**config.mk**
```make
export PLATFORM = sky130hd
export DESIGN_NAME = hash_table_arbiter
export DESIGN_NICKNAME = d
export VERILOG_FILES = /design/src/rtl/hash_table_pkg.sv /design/src/rtl/hash_table_arbiter_id_fifo.sv /design/src/rtl/hash_table_arbiter.sv
export SDC_FILE = /design/constraint.sdc
export NUM_CORES = 1
export LEC_CHECK = 0
export BUFFER_PORTS_ARGS = -buffer_cell sky130_fd_sc_hd__buf_2
export CAP_MARGIN = 20
export CORE_AREA = 2 2 109 111
export DETAILED_ROUTE_END_ITERATION = 7
export DIE_AREA = 0 0 111 113
export HOLD_SLACK_MARGIN = 0.1
export PLACE_DENSITY_LB_ADDON = 0.05
export SYNTH_ARGS = -nofsm -noshare
export SYNTH_HDL_FRONTEND = slang
export SYNTH_SLANG_ARGS = --single-unit
export TNS_END_PERCENT = 20
```
**constraint.sdc**
```tcl
create_clock -name clk -period 7.1 [get_ports clk]
set_input_delay 2.13 -clock clk [delete_from_list [all_inputs] [get_ports clk]]
set_output_delay 2.13 -clock clk [all_outputs]
set_load 0.01 [all_outputs]
```
**src/rtl/hash_table_pkg.sv**
```systemverilog
// Shared definitions for the hash table arbiter: packet geometry, field
// offsets, lock state encoding and a width helper.
package hash_table_pkg;

  // Result flags sit directly above the data field in a response packet.
  localparam int FLAG_OFS_0 = 0;
  localparam int FLAG_OFS_1 = 1;
  localparam int FLAG_OFS_2 = 2;
  localparam int FLAG_OFS_3 = 3;

  typedef enum logic {
    LOCK_IDLE = 1'b0,
    LOCK_HELD = 1'b1
  } lock_state_e;

  function automatic int pkt_w(input int data_width, input int key_width);
    return 2 + data_width + key_width;
  endfunction

  function automatic int op_lsb(input int data_width, input int key_width);
    return data_width + key_width;
  endfunction

  function automatic int flag_bit(input int data_width, input int flag_ofs);
    return data_width + flag_ofs;
  endfunction

  // Bits needed to hold values 0..value-1, never less than one.
  function automatic int clog2(input int value);
    int result;
    result = 0;
    for (int v = value - 1; v > 0; v = v >> 1) begin
      result = result + 1;
    end
    return (result < 1) ? 1 : result;
  endfunction

endpackage

```
**src/rtl/hash_table_arbiter_id_fifo.sv**
```systemverilog
// In-order FIFO of requester indices for requests in flight; a push while
// full or a pop while empty is ignored.
module id_fifo
  import hash_table_pkg::*;
#(
  parameter int WIDTH = 2,
  parameter int DEPTH = 4,
  localparam int PTR_W = clog2(DEPTH),
  localparam int CNT_W = clog2(DEPTH + 1)
) (
  input  logic             clk,
  input  logic             reset,
  input  logic             push,
  input  logic             pop,
  input  logic [WIDTH-1:0] wdata,
  output logic [WIDTH-1:0] rdata,
  output logic             full,
  output logic             empty,
  output logic [CNT_W-1:0] count
);

  logic [WIDTH-1:0] mem [DEPTH];
  logic [PTR_W-1:0] wr_ptr;
  logic [PTR_W-1:0] rd_ptr;
  logic             push_ok;
  logic             pop_ok;

  assign full    = (count == CNT_W'(DEPTH));
  assign empty   = (count == '0);
  assign push_ok = push & ~full;
  assign pop_ok  = pop & ~empty;
  assign rdata   = mem[rd_ptr];

  always_ff @(posedge clk) begin
    if (push_ok) begin
      mem[wr_ptr] <= wdata;
    end
  end

  // DEPTH is a power of two, so the pointers wrap on their own.
  always_ff @(posedge clk or negedge reset) begin
    if (!reset) begin
      wr_ptr <= '0;
      rd_ptr <= '0;
      count  <= '0;
    end else begin
      if (push_ok) begin
        wr_ptr <= wr_ptr + 1'b1;
      end
      if (pop_ok) begin
        rd_ptr <= rd_ptr + 1'b1;
      end
      if (push_ok && !pop_ok) begin
        count <= count + 1'b1;
      end else if (pop_ok && !push_ok) begin
        count <= count - 1'b1;
      end
    end
  end

endmodule

```
**src/rtl/hash_table_arbiter.sv**
```systemverilog
// Round-robin sharing of one hash table channel between NUM_REQ requesters,
// with in-order response routing through an ID FIFO.
//   state     | meaning
//   LOCK_IDLE | grant follows the round-robin search every cycle
//   LOCK_HELD | table stalled a valid request; grant frozen until handshake
module hash_table_arbiter
  import hash_table_pkg::*;
#(
  parameter int NUM_REQ         = 4,
  parameter int KEY_WIDTH       = 2,
  parameter int DATA_WIDTH      = 32,
  parameter int MAX_OUTSTANDING = 4,
  localparam int PKT_W = pkt_w(DATA_WIDTH, KEY_WIDTH),
  localparam int IDX_W = clog2(NUM_REQ),
  localparam int CNT_W = clog2(MAX_OUTSTANDING + 1)
) (
  input  logic                     clk,
  input  logic                     reset,
  input  logic [NUM_REQ-1:0]       req_valid_i,
  output logic [NUM_REQ-1:0]       req_ready_o,
  input  logic [NUM_REQ*PKT_W-1:0] req_data_i,
  output logic [NUM_REQ-1:0]       rsp_valid_o,
  input  logic [NUM_REQ-1:0]       rsp_ready_i,
  output logic [PKT_W-1:0]         rsp_data_o,
  output logic                     tbl_valid_o,
  input  logic                     tbl_ready_i,
  output logic [PKT_W-1:0]         tbl_data_o,
  input  logic                     tbl_valid_i,
  output logic                     tbl_ready_o,
  input  logic [PKT_W-1:0]         tbl_data_i,
  output logic [CNT_W-1:0]         outstanding_o,
  output logic                     err_unexpected_rsp_o
);

  logic [PKT_W-1:0] req_pkt [NUM_REQ];
  lock_state_e      lock_q, lock_d;
  logic [IDX_W-1:0] lock_idx_q;
  logic [IDX_W-1:0] rr_q;
  logic [IDX_W-1:0] rr_grant;
  logic [IDX_W-1:0] cand;
  logic [IDX_W-1:0] grant;
  logic [IDX_W-1:0] head;
  logic             rr_found;
  logic             push;
  logic             pop;
  logic             fifo_full;
  logic             fifo_empty;

  for (genvar g = 0; g < NUM_REQ; g++) begin : g_unpack
    assign req_pkt[g] = req_data_i[g*PKT_W +: PKT_W];
  end

  // Descending scan so the closest valid requester at or after rr_q wins.
  always_comb begin
    rr_found = 1'b0;
    rr_grant = rr_q;
    cand     = '0;
    for (int off = NUM_REQ - 1; off >= 0; off--) begin
      cand = IDX_W'((int'(rr_q) + off) % NUM_REQ);
      if (req_valid_i[cand]) begin
        rr_found = 1'b1;
        rr_grant = cand;
      end
    end
  end

  always_comb begin
    grant       = (lock_q == LOCK_HELD) ? lock_idx_q : rr_grant;
    tbl_valid_o = 1'b0;
    req_ready_o = '0;
    lock_d      = lock_q;
    if (reset && !fifo_full) begin
      tbl_valid_o = (lock_q == LOCK_HELD) ? req_valid_i[grant] : rr_found;
      if (tbl_valid_o) begin
        req_ready_o[grant] = tbl_ready_i;
      end
    end
    push = tbl_valid_o & tbl_ready_i;
    case (lock_q)
      LOCK_IDLE: if (tbl_valid_o && !tbl_ready_i) lock_d = LOCK_HELD;
      LOCK_HELD: if (push) lock_d = LOCK_IDLE;
      default:   lock_d = LOCK_IDLE;
    endcase
  end

  assign tbl_data_o = req_pkt[grant];
  assign rsp_data_o = tbl_data_i;

  // With nothing in flight the table is always accepted so strays drain.
  always_comb begin
    rsp_valid_o = '0;
    tbl_ready_o = 1'b0;
    pop         = 1'b0;
    if (reset) begin
      if (!fifo_empty) begin
        rsp_valid_o[head] = tbl_valid_i;
        tbl_ready_o       = rsp_ready_i[head];
        pop               = tbl_valid_i & rsp_ready_i[head];
      end else begin
        tbl_ready_o = 1'b1;
      end
    end
  end

  always_ff @(posedge clk or negedge reset) begin
    if (!reset) begin
      lock_q               <= LOCK_IDLE;
      lock_idx_q           <= '0;
      rr_q                 <= '0;
      err_unexpected_rsp_o <= 1'b0;
    end else begin
      lock_q <= lock_d;
      if (lock_q == LOCK_IDLE && lock_d == LOCK_HELD) begin
        lock_idx_q <= grant;
      end
      if (push) begin
        rr_q <= (grant == IDX_W'(NUM_REQ - 1)) ? '0 : grant + 1'b1;
      end
      if (fifo_empty && tbl_valid_i) begin
        err_unexpected_rsp_o <= 1'b1;
      end
    end
  end

  id_fifo #(
    .WIDTH (IDX_W),
    .DEPTH (MAX_OUTSTANDING)
  ) u_id_fifo (
    .clk   (clk),
    .reset (reset),
    .push  (push),
    .pop   (pop),
    .wdata (grant),
    .rdata (head),
    .full  (fifo_full),
    .empty (fifo_empty),
    .count (outstanding_o)
  );

endmodule

```
==> qor.csv <==
metric,value,unit
postcts setup bufs,0,
CTS sink cnt,21,
deepest clock path buffer count,2,
Num CTS Buffers,3,
drt pass-1 iters,4,
pwr/cell area,417.1,nW/um2
GR Util All Layers,16.62,%
Final setup viols,0,
hold depth,1,
maxcap violations,0,
Seq cells post-synth,21,
clock root buffer,clkbuf_16,
Syn Std Cell Area,3455,um2
Hold EP,err_unexpected_rsp_o,
asr flop ratio synth,61.90,%
worst-margin pin slew,0.9303,ns
vias per cell,5.106,
Routed WL,11160,um
via count of the routed design,3375,
maximum vdd drop,214.0,uV
main flop type after synthesis,dfrtp_1,
Critical R2R Capture,u_id_fifo.count[2],
worst path arrival time,4.01,ns
die height,113,um
crit start category,primary input,
initial antenna violation count,0,
vias in the first global route,3468,
DIE WIDTH,111,um
"Core Util, Final",38.82,%
final setup margin,0.9583,ns
GRT met3 Usage,3.535,%
RSZ-0062 raised after global routing,false,
HPWL after DPL,8553,um
post-route insts no fill,661,
met1 usage,17.97,%
Area Growth Syn to Fin,26.66,%
CP max FO,37,
met2 usage,33.62,%
Die ar.,12540,um2
"commonest non-fill, non-tap cells in the layout","buf_2, mux2i_1, nand2_1",
placer congestion estimate,0.7886,
clk_lat worst skew,0.25,ns
net count after synthesis,569,
initial cell density of the core,30.65,%
synth warn,0,
dpl cells,656,
Gate Count Post-Synth,367,
first-pass GRT wire length,17260,um
static leakage,2.214,nW
Ports,278,
routed length per instance,16.89,um
CTS tree,built,
fin crit share,86.50,%
area of the core,11270,um2
fin nets,721,
antenna cells,0,
port bufs,205,
Syn Area/Cell,9.413,um2
clock-pin slew on the worst setup and hold paths,0.05,ns
WHS,0.4494,ns
initial DRC count,91,
row cnt,39,
area post-placement,4282,um2
Max H-tree Level,1,
"commonest non-fill, non-tap cell in the layout",buf_2,
post-CTS resize count,0,
gr ovfl total,0,
Hold Crit Class,flop to flop,
hold path start,err_unexpected_rsp_o,
Max Clock Freq,162.8,MHz
worst clock skew,0.002249,ns
total chip power,1.825,mW
max-slew violation count,0,
cts hold-fix bufs,0,
relative slew slack,37.98,%
Setup TNS Final,0,ns
gr busiest metal,met2,
R2R Setup Slk,4.11,ns
R2R cell count,9,
critical path class,primary input to primary output,
fin area,4375,um2
DRC Markers,0,
Post-synth EDFFs,8,
crit path capture type,primary output,
Synth cell types,49,
largest net degree at the start of global routing,40,
Final Critical Period,6.142,ns
Required @ worst endpoint,4.97,ns
Final Hold Violating Endpoints,0,
share of cells above drive strength 1,53.86,%
"Seq/Total Area, Yosys",16.37,%
FF-to-FF Start,lock_idx_q[1],
Place WS,0.4221,ns
status,finished clean,
Post-DRT Antenna Nets,0,
-- synth_stat cells (3+ instances only) --
library cell | n | share of area (%)
xor2_1 | 3 | 0.76
dfrtp_1 | 13 | 9.4
nor2_1 | 11 | 1.2
clkbuf_1 | 11 | 1.2
mux2_2 | 38 | 12
nor2b_1 | 3 | 0.54
buf_4 | 38 | 8.3
inv_1 | 8 | 0.87
edfxtp_1 | 8 | 7.0
mux2_4 | 3 | 1.3
and2_4 | 8 | 2.0
buf_1 | 3 | 0.33
buf_2 | 5 | 0.72
buf_6 | 6 | 2.0
xnor2_1 | 3 | 0.76
nand2_1 | 45 | 4.9
mux2i_1 | 77 | 22
ha_1 | 9 | 3.3
nor3_1 | 3 | 0.43
o221ai_1 | 36 | 9.1
-- cell type report --
type | instances | area (um2)
Sequential cell | 21 | 566.8
Fill cell | 1176 | 6897
Timing Repair Buffer | 213 | 1119
Clock buffer | 4 | 78.83
Tap cell | 143 | 178.9
Inverter | 8 | 30.03
Multi-Input combinational cell | 272 | 2402
-- cells by family (layout without fill, tap and decap cells) --
logic type	after synthesis	in the layout	share of synthesized area [%]
XOR/XNOR	7	7	1.992
buffers and inverters	74	225	14.49
multiplexers	121	121	38.07
flip-flops	21	21	16.37
adder cells (fa/ha/maj)	10	10	3.839
AO/OA/AOI/OAI	50	50	12.57
AND/OR/NAND/NOR	84	84	12.68
-- where the power goes --
group | switching, mW | internal [mW]
clock | 0.0382 | 0.0763
sequential | 0.108 | 0.180
combinational | 0.747 | 0.675
total | 0.893 | 0.932
-- flip-flops by register name (all words and copies together), names as in the netlist --
register / flops
rr_q: 2
u_id_fifo.mem: 8
u_id_fifo.wr_ptr: 2
lock_q: 1
u_id_fifo.rd_ptr: 2
lock_idx_q: 2
u_id_fifo.count: 3
err_unexpected_rsp_o: 1
-- metal layers --
layer | wire [um] | vias to the layer above | part of all wire [%]
met5 | 0 | - | 0
met4 | 65 | 0 | 0.58
met1 | 4324 | 1611 | 39
li1 | - | 1627 | -
met3 | 732 | 4 | 6.6
met2 | 6039 | 133 | 54
-- worst max-delay path, cell delays in order --
cell and delay [ns]:
buf_2 0.15, nor2b_1 0.16, a2111oi_2 0.50, or2_2 0.22, buf_12 0.26, mux2i_1 0.22
o221ai_1 0.15, buf_2 0.18
-- how the worst max path moves through the flow --
stage,startpoint,endpoint,cells after the start
after floorplan,req_valid_i[3],req_ready_o[3],9
final,req_valid_i[0],tbl_data_o[11],8
after global placement,req_valid_i[0],req_ready_o[3],8
after CTS,req_valid_i[0],req_ready_o[3],8
after detailed placement,req_valid_i[0],req_ready_o[3],8
after global routing,req_valid_i[0],tbl_data_o[14],8
Note: power is estimated with default switching activity, not from simulation.
